[config.mk]
export PLATFORM = sky130hd
export DESIGN_NAME = lsu_word_adapter_flat
export DESIGN_NICKNAME = d
export VERILOG_FILES = /design/src/rtl/lsu_word_adapter_if.sv /design/src/rtl/lsu_word_adapter.sv /design/src/flat_wrapper.sv
export SDC_FILE = /design/constraint.sdc
export NUM_CORES = 1
export LEC_CHECK = 0
export CAP_MARGIN = 40
export CORE_AREA = 3 3 146 148
export DETAILED_ROUTE_END_ITERATION = 10
export DIE_AREA = 0 0 149 151
export DONT_BUFFER_PORTS = 1
export GPL_TIMING_DRIVEN = 0
export PLACE_DENSITY = 0.58
export SYNTH_ARGS = -nofsm -noshare
export SYNTH_HDL_FRONTEND = slang
export SYNTH_SLANG_ARGS = --single-unit
[constraint.sdc]
create_clock -name clk -period 2.3 [get_ports clk]
set_input_delay 0.23 -clock clk [delete_from_list [all_inputs] [get_ports clk]]
set_output_delay 0.23 -clock clk [all_outputs]
set_load 0.01 [all_outputs]
[src/rtl/lsu_word_adapter_if.sv]
// Request/response/memory bundle for lsu_word_adapter.
// Optional trace outputs are present when LSU_RVFI_EN is defined.
interface lsu_word_adapter_if;
   logic        req_valid;
   logic        req_ready;
   logic        req_write;
   logic [2:0]  req_funct3;
   logic [31:0] req_addr;
   logic [31:0] req_wdata;
   logic        resp_valid;
   logic [31:0] resp_rdata;
   logic        resp_fault;
   logic [31:0] mem_addr;
   logic [31:0] mem_value;
   logic [2:0]  mem_funct3;
   logic        mem_read;
   logic        mem_write;
   logic [31:0] mem_data;
`ifdef LSU_RVFI_EN
   logic [3:0]  rvfi_rmask;
   logic [3:0]  rvfi_wmask;
   logic [31:0] rvfi_addr;

   modport slave (
      input  req_valid, req_write, req_funct3, req_addr, req_wdata, mem_data,
      output req_ready, resp_valid, resp_rdata, resp_fault,
             mem_addr, mem_value, mem_funct3, mem_read, mem_write,
             rvfi_rmask, rvfi_wmask, rvfi_addr
   );
   modport master (
      output req_valid, req_write, req_funct3, req_addr, req_wdata, mem_data,
      input  req_ready, resp_valid, resp_rdata, resp_fault,
             mem_addr, mem_value, mem_funct3, mem_read, mem_write,
             rvfi_rmask, rvfi_wmask, rvfi_addr
   );
`else
   modport slave (
      input  req_valid, req_write, req_funct3, req_addr, req_wdata, mem_data,
      output req_ready, resp_valid, resp_rdata, resp_fault,
             mem_addr, mem_value, mem_funct3, mem_read, mem_write
   );
   modport master (
      output req_valid, req_write, req_funct3, req_addr, req_wdata, mem_data,
      input  req_ready, resp_valid, resp_rdata, resp_fault,
             mem_addr, mem_value, mem_funct3, mem_read, mem_write
   );
`endif
endinterface

[src/rtl/lsu_word_adapter.sv]
// Byte-addressed load/store to full-word memory adapter (read, merge, write).
// Define LSU_RVFI_EN to add rvfi_rmask/rvfi_wmask/rvfi_addr trace outputs.
module lsu_word_adapter #(
   parameter int unsigned MEMSIZE = 64
) (
   input logic              clk,
   input logic              rst_n,
   lsu_word_adapter_if.slave bus
);
   typedef enum logic [2:0] {IDLE, READ, MERGE, WRITE, RESP} state_t;

   state_t      state, state_nx;
   logic [31:0] addr_q, wdata_q, rdata_q, merged_q;
   logic [2:0]  funct3_q;
   logic        write_q, fault_q;
   logic        accept, fault_chk;
   logic [31:0] word_idx, shifted, load_val, store_val, lane_data;
   logic [3:0]  lane_mask;

   assign accept         = bus.req_valid && (state == IDLE);
   assign word_idx       = {2'b00, addr_q[31:2]};
   assign bus.mem_funct3 = 3'd2;

   always_comb begin
      fault_chk = 1'b0;
      if (bus.req_funct3[1:0] == 2'd1 && bus.req_addr[0]) fault_chk = 1'b1;
      if (bus.req_funct3 == 3'd2 && bus.req_addr[1:0] != 2'd0) fault_chk = 1'b1;
      if (!bus.req_write && (bus.req_funct3 == 3'd3 || bus.req_funct3 == 3'd6 ||
                             bus.req_funct3 == 3'd7)) fault_chk = 1'b1;
      if (bus.req_write && bus.req_funct3 > 3'd2) fault_chk = 1'b1;
      if ({2'b00, bus.req_addr[31:2]} >= MEMSIZE) fault_chk = 1'b1;
   end

   // Load lane extraction: shift the addressed lane down to bit 0, then extend.
   always_comb begin
      shifted  = bus.mem_data >> {addr_q[1:0], 3'b000};
      load_val = '0;
      case (funct3_q)
         3'd0:    load_val = {{24{shifted[7]}}, shifted[7:0]};
         3'd1:    load_val = {{16{shifted[15]}}, shifted[15:0]};
         3'd2:    load_val = bus.mem_data;
         3'd4:    load_val = {24'd0, shifted[7:0]};
         3'd5:    load_val = {16'd0, shifted[15:0]};
         default: load_val = '0;
      endcase
   end

   always_comb begin
      lane_mask = 4'b1111;
      lane_data = wdata_q;
      case (funct3_q[1:0])
         2'd0: begin
            lane_mask = 4'b0001 << addr_q[1:0];
            lane_data = {4{wdata_q[7:0]}};
         end
         2'd1: begin
            lane_mask = 4'b0011 << addr_q[1:0];
            lane_data = {2{wdata_q[15:0]}};
         end
         default: ;
      endcase
      store_val = bus.mem_data;
      for (int unsigned i = 0; i < 4; i++)
         if (lane_mask[i]) store_val[8*i +: 8] = lane_data[8*i +: 8];
   end

   always_ff @(posedge clk or negedge rst_n) begin
      if (!rst_n) state <= IDLE;
      else        state <= state_nx;
   end

   always_comb begin
      state_nx       = state;
      bus.req_ready  = 1'b0;
      bus.resp_valid = 1'b0;
      bus.resp_fault = 1'b0;
      bus.resp_rdata = '0;
      bus.mem_read   = 1'b0;
      bus.mem_write  = 1'b0;
      bus.mem_addr   = '0;
      bus.mem_value  = '0;
      case (state)
         IDLE: begin
            bus.req_ready = 1'b1;
            if (bus.req_valid) state_nx = fault_chk ? RESP : READ;
         end
         READ: begin
            bus.mem_read = 1'b1;
            bus.mem_addr = word_idx;
            state_nx     = MERGE;
         end
         MERGE: state_nx = write_q ? WRITE : RESP;
         WRITE: begin
            bus.mem_write = 1'b1;
            bus.mem_addr  = word_idx;
            bus.mem_value = merged_q;
            state_nx      = RESP;
         end
         RESP: begin
            bus.resp_valid = 1'b1;
            bus.resp_fault = fault_q;
            bus.resp_rdata = rdata_q;
            state_nx       = IDLE;
         end
         default: state_nx = IDLE;
      endcase
   end

   always_ff @(posedge clk or negedge rst_n) begin
      if (!rst_n) begin
         addr_q   <= '0;
         wdata_q  <= '0;
         funct3_q <= '0;
         write_q  <= 1'b0;
         fault_q  <= 1'b0;
         rdata_q  <= '0;
         merged_q <= '0;
      end else begin
         if (accept) begin
            addr_q   <= bus.req_addr;
            wdata_q  <= bus.req_wdata;
            funct3_q <= bus.req_funct3;
            write_q  <= bus.req_write;
            fault_q  <= fault_chk;
            rdata_q  <= '0;
         end
         if (state == MERGE) begin
            if (write_q) merged_q <= store_val;
            else         rdata_q  <= load_val;
         end
      end
   end

`ifdef LSU_RVFI_EN
   logic [3:0]  req_mask, rmask_q, wmask_q;
   logic [31:0] raddr_q;

   always_comb begin
      case (bus.req_funct3[1:0])
         2'd0:    req_mask = 4'b0001 << bus.req_addr[1:0];
         2'd1:    req_mask = 4'b0011 << bus.req_addr[1:0];
         2'd2:    req_mask = 4'b1111;
         default: req_mask = 4'b0000;
      endcase
   end

   // Store RMW reads are internal, so stores report only a write mask.
   always_ff @(posedge clk or negedge rst_n) begin
      if (!rst_n) begin
         rmask_q <= '0;
         wmask_q <= '0;
         raddr_q <= '0;
      end else if (accept) begin
         rmask_q <= (fault_chk || bus.req_write)  ? 4'b0000 : req_mask;
         wmask_q <= (fault_chk || !bus.req_write) ? 4'b0000 : req_mask;
         raddr_q <= bus.req_addr;
      end
   end

   assign bus.rvfi_rmask = (state == RESP) ? rmask_q : '0;
   assign bus.rvfi_wmask = (state == RESP) ? wmask_q : '0;
   assign bus.rvfi_addr  = (state == RESP) ? raddr_q : '0;
`endif
endmodule
[src/flat_wrapper.sv]
// flat-port wrapper written by rule: the top's interface ports become plain ports
module lsu_word_adapter_flat 
#(
   parameter int unsigned MEMSIZE = 64
)
  (clk, rst_n, bus_req_valid, bus_req_write, bus_req_funct3, bus_req_addr, bus_req_wdata, bus_mem_data, bus_req_ready, bus_resp_valid, bus_resp_rdata, bus_resp_fault, bus_mem_addr, bus_mem_value, bus_mem_funct3, bus_mem_read, bus_mem_write);
  lsu_word_adapter_if bus_i ();
  input logic clk;
  input logic rst_n;
  input wire logic [$bits(bus_i.req_valid)-1:0] bus_req_valid;
  input wire logic [$bits(bus_i.req_write)-1:0] bus_req_write;
  input wire logic [$bits(bus_i.req_funct3)-1:0] bus_req_funct3;
  input wire logic [$bits(bus_i.req_addr)-1:0] bus_req_addr;
  input wire logic [$bits(bus_i.req_wdata)-1:0] bus_req_wdata;
  input wire logic [$bits(bus_i.mem_data)-1:0] bus_mem_data;
  output wire logic [$bits(bus_i.req_ready)-1:0] bus_req_ready;
  output wire logic [$bits(bus_i.resp_valid)-1:0] bus_resp_valid;
  output wire logic [$bits(bus_i.resp_rdata)-1:0] bus_resp_rdata;
  output wire logic [$bits(bus_i.resp_fault)-1:0] bus_resp_fault;
  output wire logic [$bits(bus_i.mem_addr)-1:0] bus_mem_addr;
  output wire logic [$bits(bus_i.mem_value)-1:0] bus_mem_value;
  output wire logic [$bits(bus_i.mem_funct3)-1:0] bus_mem_funct3;
  output wire logic [$bits(bus_i.mem_read)-1:0] bus_mem_read;
  output wire logic [$bits(bus_i.mem_write)-1:0] bus_mem_write;
  assign bus_i.req_valid = bus_req_valid;
  assign bus_i.req_write = bus_req_write;
  assign bus_i.req_funct3 = bus_req_funct3;
  assign bus_i.req_addr = bus_req_addr;
  assign bus_i.req_wdata = bus_req_wdata;
  assign bus_i.mem_data = bus_mem_data;
  assign bus_req_ready = bus_i.req_ready;
  assign bus_resp_valid = bus_i.resp_valid;
  assign bus_resp_rdata = bus_i.resp_rdata;
  assign bus_resp_fault = bus_i.resp_fault;
  assign bus_mem_addr = bus_i.mem_addr;
  assign bus_mem_value = bus_i.mem_value;
  assign bus_mem_funct3 = bus_i.mem_funct3;
  assign bus_mem_read = bus_i.mem_read;
  assign bus_mem_write = bus_i.mem_write;
  lsu_word_adapter #(.MEMSIZE(MEMSIZE)) u_core (.clk(clk), .rst_n(rst_n), .bus(bus_i));
endmodule
==> out/metrics.csv <==
stage,metric,value,unit
floorplan,Die H,151,µm
sta,Hold Slack,-515,ps
global_routing,largest net degree at the start of global routing,137,
synth,"Primary FF master, synth",dfrtp_1,
floorplan,die width,149,µm
clock_network,root buffer cell,clkbuf_16,
layout,"commonest non-fill, non-tap cell in the layout",dfrtp_1,
routing,highest metal used,met4,
worst_setup_path,crit end category,output port,
sta,"Slew Viols, Final",0,
clock_network,worst-skew pair later-pin latency,430,ps
worst_setup_path,"Slowest-stage cell, CP",dfrtp_1,
synth,post-synth top area cell,dfrtp_1,
worst_setup_path,"Req. time, crit path",2070,ps
floorplan,Starting Density,0.349,
pwr,switching fraction of total power,0.272,
pwr,peak supply drop,540,µV
clock_network,clk buf depth,2,
global_routing,GRT overflow,0,
sta,setup violators final,0,
floorplan,DIE AREA,22500,µm²
pwr,Static Leak,4.11,nW
global_routing,global-route wire length before repair,36.6,mm
placement,number of buffers added on ports,0,
routing,met2 routed WL,11.7,mm
placement,dpl cells,907,
worst_setup_path,Crit path max-delay family,buffers and inverters,
global_routing,initial antenna violation count,0,
global_routing,Tot GR Track Use,0.216,
synth,Seq cells post-synth,136,
sta,setup ws final,74.7,ps
layout,"commonest non-fill, non-tap cells in the layout","dfrtp_1, dlygate4sd3_1, mux2_2, and3_1, nand2_1",
synth,Syn Inst Count,634,
worst_setup_path,"Arr. time, crit path",2000,ps
routing,via count,5763,
pwr,Pwr Total,7.01,mW
worst_setup_path,sum of buffers and inverters on the critical path,3,
layout,# nets final,857,
routing,antenna-violating nets left,0,
clock_network,"Clk pin slew, worst setup/hold paths",70,ps
floorplan,number of core rows,52,
synth,synthesized cell area,7040,µm²
routing,DRT iter0 DRCs,574,
synth,syn_area_per_cell,11.1,µm²
routing,wire length on met3,1.73,mm
sta,fin crit share,0.968,
worst_setup_path,cell breakdown of the critical path,"buf_2, nor2b_1, clkbuf_2, clkbuf_4, and3_1",
routing,DRC,0,
worst_setup_path,r2r startpoint,u_core.state[0],
global_routing,via count of the first global-routing pass,6055,
sta,endpoints failing hold,136,
worst_setup_path,crit-path max cell delay,310,ps
layout,Fillers,1934,
synth,Synth top area share,0.483,
synth,Yosys cell types,43,
synth,Async SR Flop Fraction,1.00,
routing,Metal-1 WL,10.2,mm
placement,Setup WS pre-CTS,-177,ps
layout,Post-Layout Cell Count,1037,
sta,Tmin final,2230,ps
sta,relative slew slack,0.569,
worst_setup_path,maximum fanout along the worst path,10,
sta,fmax,449,MHz
routing,DRT Wirelength,24.3,mm
layout,Ant. Diodes,0,
pwr,sequential share of power,0.407,
floorplan,IO Count,207,
flow_run,Max-Cap Viols,0,
sta,Worst Skew,14.8,ps
pwr,power per standard cell area,777,nW/µm²
pwr,NetSw,1.90,mW
worst_setup_path,CP startpoint,u_core.state[0],
floorplan,core area,20200,µm²
min_path,Hold Crit Class,primary input to asynchronous set/reset pin,
outcome,failing checks,negative hold slack,
layout,share of layout cells above drive strength 1,0.232,
synth,synth warn,0,
layout,Area Growth Syn to Fin,28.2,%
pwr,Int Power,5.11,mW
outcome,status,"complete, but fails checks",
synth,Post-synth EDFFs,0,
sta,Least-Margin Pin Slew,644,ps
layout,fin util,0.448,
clock_network,CTS tree,built,
placement,RePlAce Congestion,0.882,
sta,RSZ-0062 raised after global routing,false,
synth,Synth area leaders,"dfrtp_1, mux2_2, and3_1",
routing,DR vias/cell,5.56,
placement,DP HPWL,18.0,mm
worst_setup_path,crit start category,flip-flop,
clock_network,H-tree levels,4,
routing,DR WL/cell,23.5,µm
pwr,Logic pwr share,0.166,
pwr,power share of the clock group,0.427,
synth,sequential element share of the synthesized area,0.483,
worst_setup_path,Setup Crit Path Kind,flip-flop to output port,
routing,1st-pass router iterations,5,
clock_network,# clock sinks,136,
clock_network,# hold bufs at CTS,94,
clock_network,CTS Buf Count,17,
-- area by class of cell --
cell class	count	area [µm²]	share of cell area
timing repair buffer	98	971	0.108
buffer	62	308	0.0341
inverter	2	7.51	0.000832
clock buffer	17	425	0.0471
clock inverter	15	216	0.0240
sequential	136	3400	0.377
tap	270	338	0.0374
multi-input combinational	437	3360	0.372
-- cell usage after synthesis (8+ instances only) --
master    count
a221o_2      10
o21ai_1      11
mux2i_1      36
a221oi_1      8
and2_1       33
mux2_2       84
dfrtp_1     136
o211ai_1      8
a22oi_1      22
buf_2        19
o21ai_0      34
nand2_1      44
nor3_1       12
clkbuf_1     34
and3_1       65
nor2b_1       9
-- sequential cells by signal (all words and copies together) (netlist names) --
signal           count
u_core.addr_q       32
u_core.fault_q       1
u_core.funct3_q      3
u_core.merged_q     32
u_core.rdata_q      32
u_core.state         3
u_core.wdata_q      32
u_core.write_q       1
-- power by group through the flow --
stage | combinational, mW | clock [mW] | sequential, mW
after floorplan | 0.819 | 0 | 2.79
after global placement | 0.988 | 0 | 2.88
after detailed placement | 1.01 | 0 | 2.89
after CTS | 1.16 | 3.05 | 2.85
after global routing | 1.27 | 3.15 | 2.88
final | 1.17 | 2.99 | 2.85
-- what timing repair did --
| item | in CTS | in global routing |
|---|---|---|
| pin swaps | 1 | 2 |
| buffers inserted | 1 | 3 |
| hold endpoints to repair | 235 | 136 |
| setup endpoints to repair | 103 | 90 |
| gates resized for setup | 7 | 16 |
-- stage by stage --
stage               setup TNS (ps)  area (µm²)
finish                           0        9030
global route                     0        9030
CTS                              0        8990
detailed placement           -3170        7390
global placement              -622        7390
floorplan                        0        7050
-- routing by layer --
layer,vias to the layer above,track usage
li1,2563,-
met1,2874,0.279
met2,276,0.353
met3,50,0.0461
met4,0,0.0911
met5,-,0
-- cell families (layout without fill, tap and decap cells) --
family                 after synthesis  count (layout)  synth area share
AND/OR/NAND/NOR                    190             190             0.156
AO/OA/AOI/OAI                      115             115             0.119
buffers and inverters               64             194            0.0423
multiplexers                       127             127             0.198
flip-flops                         136             136             0.483
other                                2               5           0.00107
-- final timing paths --
| path | endpoint | slack, ps | depth (start not counted) |
|---|---|---|---|
| hold / removal | u_core.addr_q[14] | -520 | 0 |
| hold reg to reg | u_core.merged_q[28] | 480 | 2 |
| min in group clk | u_core.merged_q[20] | 10 | 2 |
| max in group asynchronous | u_core.merged_q[12] | 2600 | 0 |
| setup / recovery | bus_mem_value[30] | 70 | 5 |
| setup reg to reg | u_core.rdata_q[25] | 260 | 7 |
-- worst reg2reg max path: cells and delay by family (launching register included) --
kind	cells	cell delay (ps)
buffers and inverters	3	620
AO/OA/AOI/OAI	1	120
flip-flops	1	350
AND/OR/NAND/NOR	3	880
No activity file was read; power rests on OpenSTA's default activity.
